## src/rtl/draw_bg_anim_if.sv

```systemverilog
// vga_if: VGA timing bundle shared by the pipeline stages (11-bit counters, 12-bit rgb).
interface vga_if;
  logic [10:0] vcount;
  logic        vsync;
  logic        vblnk;
  logic [10:0] hcount;
  logic        hsync;
  logic        hblnk;
  logic [11:0] rgb;

  modport in  (input  vcount, vsync, vblnk, hcount, hsync, hblnk, rgb);
  modport out (output vcount, vsync, vblnk, hcount, hsync, hblnk, rgb);
endinterface

```

## src/rtl/draw_bg_anim.sv

```systemverilog
// draw_bg_anim: 2-stage animated background (SOLID / RADIAL / RADIAL_ANIM / CHECKER).
// Define DRAW_BG_ANIM_EN to enable the per-frame phase counter that scrolls RADIAL_ANIM.
module draw_bg_anim #(
  parameter int unsigned X_C        = 220,
  parameter int unsigned Y_C        = 240,
  parameter logic [11:0] BASE_RGB   = 12'h79A,
  parameter int unsigned SHIFT_R    = 2,
  parameter int unsigned SHIFT_G    = 2,
  parameter int unsigned SHIFT_B    = 3,
  parameter int unsigned RING_LSB   = 13,
  parameter int unsigned PHASE_STEP = 1,
  parameter int unsigned CHECK_LOG2 = 5
) (
  input  logic       clk,
  input  logic       rst,
  vga_if.in          in,
  vga_if.out         out,
  input  logic [1:0] mode_req,
  input  logic       pause
);

  localparam logic [1:0] MODE_SOLID       = 2'd0;
  localparam logic [1:0] MODE_RADIAL      = 2'd1;
  localparam logic [1:0] MODE_RADIAL_ANIM = 2'd2;
  localparam logic [1:0] MODE_CHECKER     = 2'd3;

  function automatic logic [3:0] sat_add(input logic [3:0] base, input logic [3:0] inc);
    logic [4:0] sum;
    sum = {1'b0, base} + {1'b0, inc};
    return sum[4] ? 4'hF : sum[3:0];
  endfunction

  logic [11:0] unused_rgb;
  assign unused_rgb = in.rgb;

  // frame start detection and per-frame mode latch
  logic       vblnk_prev_q, vblnk_prev_d;
  logic [1:0] mode_q, mode_d;
  logic       fs;
  logic [3:0] phase;

  always_comb begin
    fs           = in.vblnk & ~vblnk_prev_q;
    vblnk_prev_d = in.vblnk;
    mode_d       = fs ? mode_req : mode_q;
  end

  always_ff @(posedge clk) begin
    if (rst) begin
      vblnk_prev_q <= 1'b0;
      mode_q       <= MODE_SOLID;
    end else begin
      vblnk_prev_q <= vblnk_prev_d;
      mode_q       <= mode_d;
    end
  end

`ifdef DRAW_BG_ANIM_EN
  logic [3:0] phase_q, phase_d;

  always_comb begin
    phase_d = phase_q;
    if (fs && !pause) phase_d = phase_q + 4'(PHASE_STEP);
  end

  always_ff @(posedge clk) begin
    if (rst) phase_q <= '0;
    else     phase_q <= phase_d;
  end

  assign phase = phase_q;
`else
  logic unused_pause;
  assign unused_pause = pause;
  assign phase        = '0;
`endif

  // stage 1: distance from ring centre, checker bit, timing
  logic signed [11:0] dx, dy;
  logic signed [23:0] dx_w, dy_w;
  logic [23:0] s1_dist_q, s1_dist_d;
  logic        s1_chk_q, s1_chk_d;
  logic [10:0] s1_hcount_q, s1_vcount_q;
  logic        s1_hsync_q, s1_vsync_q, s1_hblnk_q, s1_vblnk_q;

  always_comb begin
    dx        = 12'({1'b0, in.hcount}) - 12'(X_C);
    dy        = 12'({1'b0, in.vcount}) - 12'(Y_C);
    dx_w      = 24'(dx);
    dy_w      = 24'(dy);
    // both squares are non-negative and their sum stays below 2^24
    s1_dist_d = dx_w * dx_w + dy_w * dy_w;
    s1_chk_d  = in.hcount[CHECK_LOG2] ^ in.vcount[CHECK_LOG2];
  end

  always_ff @(posedge clk) begin
    if (rst) begin
      s1_dist_q   <= '0;
      s1_chk_q    <= 1'b0;
      s1_hcount_q <= '0;
      s1_vcount_q <= '0;
      s1_hsync_q  <= 1'b0;
      s1_vsync_q  <= 1'b0;
      s1_hblnk_q  <= 1'b0;
      s1_vblnk_q  <= 1'b0;
    end else begin
      s1_dist_q   <= s1_dist_d;
      s1_chk_q    <= s1_chk_d;
      s1_hcount_q <= in.hcount;
      s1_vcount_q <= in.vcount;
      s1_hsync_q  <= in.hsync;
      s1_vsync_q  <= in.vsync;
      s1_hblnk_q  <= in.hblnk;
      s1_vblnk_q  <= in.vblnk;
    end
  end

  // stage 2: band select and saturated colour
  logic [3:0]  band;
  logic [3:0]  ring;
  logic [11:0] out_rgb_q, out_rgb_d;
  logic [10:0] out_hcount_q, out_vcount_q;
  logic        out_hsync_q, out_vsync_q, out_hblnk_q, out_vblnk_q;

  always_comb begin
    ring = s1_dist_q[RING_LSB +: 4];
    case (mode_q)
      MODE_RADIAL:      band = ring;
      MODE_RADIAL_ANIM: band = ring + phase;
      MODE_CHECKER:     band = s1_chk_q ? 4'hF : 4'h0;
      default:          band = 4'h0;
    endcase
    out_rgb_d = {sat_add(BASE_RGB[11:8], band >> SHIFT_R),
                 sat_add(BASE_RGB[7:4],  band >> SHIFT_G),
                 sat_add(BASE_RGB[3:0],  band >> SHIFT_B)};
    if (s1_vblnk_q || s1_hblnk_q) out_rgb_d = '0;
  end

  always_ff @(posedge clk) begin
    if (rst) begin
      out_rgb_q    <= '0;
      out_hcount_q <= '0;
      out_vcount_q <= '0;
      out_hsync_q  <= 1'b0;
      out_vsync_q  <= 1'b0;
      out_hblnk_q  <= 1'b0;
      out_vblnk_q  <= 1'b0;
    end else begin
      out_rgb_q    <= out_rgb_d;
      out_hcount_q <= s1_hcount_q;
      out_vcount_q <= s1_vcount_q;
      out_hsync_q  <= s1_hsync_q;
      out_vsync_q  <= s1_vsync_q;
      out_hblnk_q  <= s1_hblnk_q;
      out_vblnk_q  <= s1_vblnk_q;
    end
  end

  assign out.rgb    = out_rgb_q;
  assign out.hcount = out_hcount_q;
  assign out.vcount = out_vcount_q;
  assign out.hsync  = out_hsync_q;
  assign out.vsync  = out_vsync_q;
  assign out.hblnk  = out_hblnk_q;
  assign out.vblnk  = out_vblnk_q;

endmodule

```

## src/flat_wrapper.sv

```systemverilog
// flat-port wrapper written by rule: the top's interface ports become plain ports
module draw_bg_anim_flat 
#(
  parameter int unsigned X_C        = 220,
  parameter int unsigned Y_C        = 240,
  parameter logic [11:0] BASE_RGB   = 12'h79A,
  parameter int unsigned SHIFT_R    = 2,
  parameter int unsigned SHIFT_G    = 2,
  parameter int unsigned SHIFT_B    = 3,
  parameter int unsigned RING_LSB   = 13,
  parameter int unsigned PHASE_STEP = 1,
  parameter int unsigned CHECK_LOG2 = 5
)
  (clk, rst, mode_req, pause, in_vcount, in_vsync, in_vblnk, in_hcount, in_hsync, in_hblnk, in_rgb, out_vcount, out_vsync, out_vblnk, out_hcount, out_hsync, out_hblnk, out_rgb);
  vga_if in_i ();
  vga_if out_i ();
  input  logic clk;
  input  logic rst;
  input  logic [1:0] mode_req;
  input  logic pause;
  input wire logic [$bits(in_i.vcount)-1:0] in_vcount;
  input wire logic [$bits(in_i.vsync)-1:0] in_vsync;
  input wire logic [$bits(in_i.vblnk)-1:0] in_vblnk;
  input wire logic [$bits(in_i.hcount)-1:0] in_hcount;
  input wire logic [$bits(in_i.hsync)-1:0] in_hsync;
  input wire logic [$bits(in_i.hblnk)-1:0] in_hblnk;
  input wire logic [$bits(in_i.rgb)-1:0] in_rgb;
  output wire logic [$bits(out_i.vcount)-1:0] out_vcount;
  output wire logic [$bits(out_i.vsync)-1:0] out_vsync;
  output wire logic [$bits(out_i.vblnk)-1:0] out_vblnk;
  output wire logic [$bits(out_i.hcount)-1:0] out_hcount;
  output wire logic [$bits(out_i.hsync)-1:0] out_hsync;
  output wire logic [$bits(out_i.hblnk)-1:0] out_hblnk;
  output wire logic [$bits(out_i.rgb)-1:0] out_rgb;
  assign in_i.vcount = in_vcount;
  assign in_i.vsync = in_vsync;
  assign in_i.vblnk = in_vblnk;
  assign in_i.hcount = in_hcount;
  assign in_i.hsync = in_hsync;
  assign in_i.hblnk = in_hblnk;
  assign in_i.rgb = in_rgb;
  assign out_vcount = out_i.vcount;
  assign out_vsync = out_i.vsync;
  assign out_vblnk = out_i.vblnk;
  assign out_hcount = out_i.hcount;
  assign out_hsync = out_i.hsync;
  assign out_hblnk = out_i.hblnk;
  assign out_rgb = out_i.rgb;
  draw_bg_anim #(.X_C(X_C), .Y_C(Y_C), .BASE_RGB(BASE_RGB), .SHIFT_R(SHIFT_R), .SHIFT_G(SHIFT_G), .SHIFT_B(SHIFT_B), .RING_LSB(RING_LSB), .PHASE_STEP(PHASE_STEP), .CHECK_LOG2(CHECK_LOG2)) u_core (.clk(clk), .rst(rst), .in(in_i), .out(out_i), .mode_req(mode_req), .pause(pause));
endmodule
```

## config.mk

```make
export PLATFORM = sky130hd
export DESIGN_NAME = draw_bg_anim_flat
export DESIGN_NICKNAME = d
export VERILOG_FILES = /design/src/rtl/draw_bg_anim_if.sv /design/src/rtl/draw_bg_anim.sv /design/src/flat_wrapper.sv
export SDC_FILE = /design/constraint.sdc
export NUM_CORES = 1
export LEC_CHECK = 0
export ABC_AREA = 1
export BUFFER_PORTS_ARGS = -buffer_cell sky130_fd_sc_hd__buf_2
export CORE_ASPECT_RATIO = 1.1
export CORE_UTILIZATION = 50
export CTS_BUF_LIST = sky130_fd_sc_hd__clkbuf_4
export DETAILED_ROUTE_END_ITERATION = 8
export MAX_ROUTING_LAYER = met4
export PLACE_DENSITY_LB_ADDON = 0.05
export SLEW_MARGIN = 10
export SYNTH_ARGS = -nofsm -noshare
export SYNTH_HDL_FRONTEND = slang
export SYNTH_SLANG_ARGS = --single-unit
```

## constraint.sdc

```tcl
create_clock -name clk -period 9.25 [get_ports clk]
set_input_delay 0.4625 -clock clk [delete_from_list [all_inputs] [get_ports clk]]
set_output_delay 0.4625 -clock clk [all_outputs]
set_load 0.05 [all_outputs]
```

**After elaboration in Yosys (flattened, before gate mapping)**

Index checks and enable logic that the tools add are counted.

- Equal/unequal tests: 3
- Bitwise gates (word level): 3
- Multiply operators: 2
- Add/subtract/negate cells: 6
- Reduce and logical (&&, ||, !) cells: 3
- Muxes and demuxes: 5

Operator list:

| operator | count |
|---|---|
| multiplier 12 x 12 -> 17 bit | 2 |
| subtractor 11 x 8 -> 12 bit, second input constant | 2 |
| adder 17 bit | 1 |
| 2-to-1 mux 4 bit | 4 |
| case mux 4 bit (2 select lines) | 1 |
| adder 4 x 1 -> 5 bit, first input constant | 1 |
| adder 4 x 2 -> 5 bit, first input constant | 1 |
| adder 3 x 2 -> 4 bit, first input constant | 1 |
| equality test 2 bit, second input constant | 2 |
| OR reduction 2 bit | 2 |
| equality test 2 x 1 -> 1 bit, second input constant | 1 |
| bitwise AND 1 bit | 1 |
| logical OR 1 bit | 1 |
| NOT 1 bit | 1 |
| bitwise XOR 1 bit | 1 |

- Output and inout bits: 38
- Register bits after elaboration: 84

**Longest topological paths before layout**

Gate-level depths: netlist of the first run.

- Depth after elaboration: 5
- Depth in mapped cells: 34
- Gate-level depth less buffers: 34

**Worst setup path after synthesis of the first run**

Ideal clock, no wire load.

- Kind: input to register
- Start point: in in_hcount[2]
- End point: reg u_core.s1_dist_q[16]
- Buffers on the path: 2
- Required time: 9.135 ns
- Arrival: 6.438 ns
- Slack: 2.697 ns
- Cell stages on the path: 26
- Cells stage by stage: buf_4 clkinv_1 ha_1 clkbuf_1 nor2_1 fa_1 inv_1 fa_1 inv_1 fa_1 fa_1 fa_1 fa_1 inv_1 fa_1 inv_1 ha_1 a21o_1 a21oi_1 nor2_1 a211oi_1 nand2_1 inv_1 nand3_1 a21oi_1 nor2_1

- Word-level cells in the longest chain between the ends: 3

RTL lines:

| item | RTL line | text |
|---|---|---|
| from (decl) | flat_wrapper.sv:24 | `input wire logic [$bits(in_i.hcount)-1:0] in_hcount;` |
| subtractor 11 x 8 -> 12 bit | draw_bg_anim.sv:87 | `dx = 12'({1'b0, in.hcount}) - 12'(X_C);` |
| multiplier 12 x 12 -> 17 bit | draw_bg_anim.sv:92 | `s1_dist_d = dx_w * dx_w + dy_w * dy_w;` |
| adder 17 bit | draw_bg_anim.sv:92 |  |
| to (signal assigned) | draw_bg_anim.sv:107 | `s1_dist_q <= s1_dist_d;` |
| to (decl) | draw_bg_anim.sv:81 | `logic [23:0] s1_dist_q, s1_dist_d;` |

No other way between the ends.
A chain may end at the register's enable or synchronous reset.

**Worst setup path in the final report of the first run**

Ends and elaborated chain as after synthesis.

==> results of run 1 <==
[state kept, by name, summed over array words and instances, names as in the netlist, 2 cells and up]
signal	count
u_core.out.hcount	11
u_core.s1_dist_q	2
u_core.mode_q	2
u_core.s1_vcount_q	11
u_core.out.vcount	11
u_core.s1_hcount_q	11
u_core.out.rgb	8
[through the flow]
step,util,hold WS (ns)
floorplan,-,0.388
global placement,0.538,0.389
detailed placement,0.538,0.392
CTS,0.544,0.235
global route,0.544,0.221
finish,0.544,0.259
[critical path: stages]
cell and delay [ns]:
buf_2 0.25, clkinv_1 0.36, ha_1 0.74, nor2_1 0.20, fa_1 0.59, inv_1 0.08, fa_1 0.53, inv_1 0.05
fa_1 0.48, fa_1 0.57, fa_1 0.48, fa_1 0.50, inv_1 0.05, fa_1 0.52, inv_1 0.04, ha_1 0.34
a21o_1 0.21, a21oi_1 0.12, nor2_1 0.05, a211oi_1 0.16, nand2_1 0.15, inv_1 0.08, nand3_1 0.09, a21oi_1 0.16
nor2_1 0.06
[worst max-delay path by stage]
| stage | from | end | cells past startpoint |
|---|---|---|---|
| finish | in_hcount[2] | u_core.s1_dist_q[16] | 25 |
| global route | in_hcount[2] | u_core.s1_dist_q[16] | 25 |
| CTS | in_hcount[2] | u_core.s1_dist_q[16] | 25 |
| detailed placement | in_hcount[2] | u_core.s1_dist_q[16] | 25 |
| global placement | in_hcount[2] | u_core.s1_dist_q[16] | 25 |
| floorplan | in_hcount[2] | u_core.s1_dist_q[16] | 26 |
[cell families (layout without fill, tap and decap cells)]
group | after synthesis | in the layout | share of synthesized area
simple gates | 354 | 354 | 0.167
other cells | 1 | 2 | 0.000417
compound gates | 32 | 32 | 0.0223
fa+ha+maj | 249 | 249 | 0.489
xor+xnor | 16 | 16 | 0.0156
buf+inv | 376 | 438 | 0.161
flops | 65 | 65 | 0.145
[cells in the final DEF, fill, tap and decap left out, types with 3 or more instances in the layout]
| master | netlist | layout |
|---|---|---|
| dfxtp_1 | 65 | 65 |
| xnor2_1 | 9 | 9 |
| o21ai_0 | 7 | 7 |
| nand3_1 | 33 | 33 |
| fa_1 | 170 | 170 |
| xor2_1 | 7 | 7 |
| nor2_4 | 3 | 3 |
| clkbuf_4 | 0 | 11 |
| inv_1 | 346 | 346 |
| a21o_1 | 4 | 4 |
| nand2_2 | 7 | 7 |
| buf_2 | 2 | 66 |
| nand4_1 | 10 | 10 |
| nand2_1 | 137 | 137 |
| inv_2 | 6 | 6 |
| clkinv_1 | 2 | 3 |
| ha_1 | 79 | 79 |
| a21oi_1 | 14 | 14 |
| nor3_1 | 3 | 3 |
| nor2_1 | 151 | 151 |
[cell type report]
class,count,area [um2]
Antenna cell,1,2.50
Tap cell,238,298
Timing Repair Buffer,66,330
Clock inverter,5,32.5
Multi-Input combinational cell,652,6230
Sequential cell,65,1300
Clock buffer,11,82.6
Fill cell,1782,8050
Inverter,356,1340
[metal layers]
layer	global-route usage	share of wire	wire (um)	up-vias
met2	0.415	0.53	10200	117
met4	0.0514	0.0089	172	0
met3	0.0162	0.034	663	9
met1	0.301	0.43	8310	3153
met5	-	0	0	-
li1	-	-	-	3214
==> flow_summary.ini, run 1 <==
[status]
status = finished, final reports clean

[synth]
synth_area_leaders = fa_1, dfxtp_1, inv_1, ha_1, nor2_1
syn_area_mm2 = 0.00898
postSynthNetCount = 1385
synth.distinct_cells = 35
synth_edf_count = 0
syn_area_per_cell_um2 = 8.22
synth_ff_type = dfxtp_1
seq_area_frac_synth = 0.145
async_flop_share = 0
synth.largest_area_cell = fa_1
ys_warn_count = 0
synth_top_area_frac = 0.379
synth.most_common_cell = inv_1
synth_common_cells = inv_1, fa_1, nor2_1
synth_cells = 1093
ys_seq_elements = 65

[placed_design]
portBuffers = 66
postPlaceCellArea_mm2 = 0.00951
dp_slack_ns = 1.77
dpl.cell_count = 1377
hpwl_mm = 17.2
gp_congestion = 0.906

[clocking]
cts.clk_slew.worst_paths_ns = 0.10
numCtsBuffers = 9
cts.sinks = 65
cts-htree-levels = 3
cts_max_path_buffers = 2
post-cts-setup-buffer-count = 0
cts_resized = 0
holdBufCountCts = 0
insertion_delay_ns = 0.41
cts_root_buf = clkbuf_4
cts_tree = done

[routing]
wl_per_cell_um = 13.9
vias = 6493
wl_mm = 19.4
drt_first_pass_iters = 5
via_per_inst = 4.66
drc = 0
drtIter0Drc = 284
ant_nets = 0

[sta]
worst_slack_ns = 2.19
max_freq_mhz = 142
grt_setup_unrepaired = false
slew_headroom = 0.404
finalClockSkew_ns = 0.0152
worst_slew_pin_slew_ns = 0.893
min_period_over_period = 0.763
tns_ns = 0
finalSetupViolations = 0
hold_viol = 0
period_minus_slack_ns = 7.06
report.final.slew_viol_count = 0

[floorplan]
std_cell_rows = 51
ioPinCount = 81
initial_core_util = 0.508
die-area_mm2 = 0.0185
fp.dieW_um = 130
die_height_um = 143
fp.coreArea_mm2 = 0.0177

[global_route]
grt_overflow = 0
grt_use_total = 0.238
grt_pass1_wl_mm = 31.6
antenna_found_initial = 1
grt_pass1_vias = 6412
grt_max_degree = 55

[hold_path]
min_to = u_core.s1_hblnk_q
whs_path_depth = 3
hp-start = in_hblnk
hold_path.class = primary input to flop

[setup_path]
path_class = primary input to flop
r2r_cells = 10
critical_path.reg2reg.endpoint = u_core.out.rgb[5]
cp-start-kind = primary input
crit_path_end_kind = flop
crit_fanout = 13
r2r-start = u_core.mode_q[0]
crit_required_ns = 9.55
arrival_ns = 7.37
rrSetupSlack_ns = 7.67

[layout]
layout.nets = 1442
drive_above_1_share = 0.0961
instances_no_fill = 1394
area_growth_syn_to_layout_pct = 7.10
fin_area_mm2 = 0.00962

[job]
drv_cap = 0
Power of run 1 is left out: the tool's default activity adds up to more than one toggle a clock period on the data nets, which glitch-free logic cannot reach.
==> run 2, diff against run 1 <==
Settings changed: ABC_AREA 1 to 0.
Clock period 9.25 ns to 7.11 ns, I/O delays scaled along.
==> flow_summary.ini, run 2 <==
[sta]
slew_headroom = 0.370
finalClockSkew_ns = 0.00919
grt_setup_unrepaired = false
worst_slew_pin_slew_ns = 0.945
period_minus_slack_ns = 6.77
min_period_over_period = 0.952
report.final.slew_viol_count = 0
max_freq_mhz = 148
finalSetupViolations = 0
worst_slack_ns = 0.339
hold_viol = 0

[routing]
via_per_inst = 4.74
drt_first_pass_iters = 4
ant_nets = 0
wl_per_cell_um = 15.0
vias = 5666
drtIter0Drc = 244
drc = 0
wl_mm = 17.9

[setup_path]
crit_path_end_kind = flop
cp_slowest_cell = fa_1
crit_fanout = 4
cp-start-kind = primary input
crit_top_cell = fa_1
arrival_ns = 7.01
path_class = primary input to flop
slowest_delay_ns = 0.55
crit_required_ns = 7.35

[floorplan]
fp.coreArea_mm2 = 0.0166
ioPinCount = 81
fp.dieW_um = 127
die_height_um = 140
initial_core_util = 0.519
die-area_mm2 = 0.0177
std_cell_rows = 49

[synth]
postSynthNetCount = 1178
syn_area_per_cell_um2 = 9.70
synth.most_common_cell = inv_1
synth.largest_area_cell = fa_1
synth_top_area_frac = 0.396
synth.distinct_cells = 44
syn_area_mm2 = 0.00859
synth_adder_area_share = 0.511
synth_ff_type = dfxtp_1
synth_simple_gate_area_share = 0.128
ys_warn_count = 0
synth_top_family_by_area = adder cells
synth_cells = 886
synth_area_leaders = fa_1, dfxtp_1, ha_1, inv_1, nor2b_1
seq_area_frac_synth = 0.151
synthMuxAreaShare = 0.00349
synth_xor_area_frac = 0.0563
async_flop_share = 0
synth_edf_count = 0
synth_compound_area_frac = 0.0205
synth_common_cells = inv_1, fa_1, ha_1
ys_seq_elements = 65

[hold_path]
hold_path.class = primary input to flop

[clocking]
numCtsBuffers = 9
cts_tree = done
post-cts-setup-buffer-count = 0
cts-htree-levels = 3
cts.sinks = 65
cts_root_buf = clkbuf_4
cts_max_path_buffers = 2
cts.clk_slew.worst_paths_ns = 0.10
holdBufCountCts = 0
insertion_delay_ns = 0.38

[layout]
drive_above_1_share = 0.144
area_growth_syn_to_layout_pct = 11.3
mostFrequentLayoutCell = inv_1
layout.nets = 1280
antennaDiodeCount = 0
final_cell_mix = inv_1, fa_1, ha_1
fin_area_mm2 = 0.00957

[placed_design]
portBuffers = 66
hpwl_mm = 16.3
postPlaceCellArea_mm2 = 0.00943
gp_congestion = 0.932
dp_slack_ns = -0.207

[global_route]
grt_max_degree = 59
grt_pass1_wl_mm = 30.6
grt_overflow = 0
grt_use_total = 0.231
grt_pass1_vias = 6356
antenna_found_initial = 0

[status]
status = finished, final reports clean

[job]
drv_cap = 0
run 2: cell types whose count changed after synthesis, moves of 8 or more:
cell      previous run  this run
nand2b_1             0        16
inv_1              346       259
nand2_1            137        43
nand4_1             10         1
and2_1               0        19
nand3_1             33         3
xnor2_1              9        33
nor2b_1              0        65
a21oi_1             14         6
nor2_1             151        49
run 2: layout make-up:
class	instances	area, um2
Fill cell	1499	6990
Multi-Input combinational cell	535	6220
Sequential cell	65	1300
Inverter	261	980
Timing Repair Buffer	116	706
Tap cell	204	255
Clock buffer	9	67.6
Clock inverter	6	36.3
run 2: worst paths after layout:
kind | slack, ns | end | cells after the start | start
max | 0.34 | u_core.s1_dist_q[16] | 26 | in_hcount[2]
min | 0.18 | u_core.s1_hsync_q | 2 | in_hsync
max reg2reg | 5.48 | u_core.out.rgb[5] | 7 | u_core.mode_q[1]
min reg2reg | 0.44 | u_core.out.hcount[7] | 1 | u_core.s1_hcount_q[7]
run 2: metal layers:
metal	wire (um)	track usage
met4	334	0.0514
met1	7380	0.279
met2	9730	0.420
met3	485	0.0173
met5	0	-
run 2: cells by family (layout without fill, tap and decap cells):
family / after synthesis / in the layout
mux: 3 / 3
fa+ha+maj: 249 / 249
other cells: 1 / 1
xor+xnor: 49 / 49
flops: 65 / 65
compound gates: 24 / 24
simple gates: 209 / 209
buf+inv: 286 / 392
run 2: repair_timing:
action                                  CTS  global route
gates resized for setup                   0             6
endpoints found under the hold margin     0             0
endpoints found under the setup margin    0             2
run 2: stage by stage:
step	TNS, ns	hold slack, ns	utilization	std cells
6_report	0	0.176	0.578	1196
5_1_grt	0	0.158	0.578	1196
4_1_cts	0	0.142	0.576	1196
3_5_place_dp	-0.391	0.423	0.570	1181
3_3_place_gp	-0.111	0.420	0.570	1181
2_1_floorplan	0	0.414	-	886
run 2: worst max-delay path, delay by kind of cell:
| family | cells | cell delay [ns] |
|---|---|---|
| adders and majority gates | 9 | 4.19 |
| and+or+nand+nor | 4 | 0.71 |
| buffers and inverters | 6 | 0.55 |
| xor gates and xnor gates | 2 | 0.35 |
| AOI/OAI and AO/OA | 5 | 0.84 |
Power of run 2 is left out for the same reason.
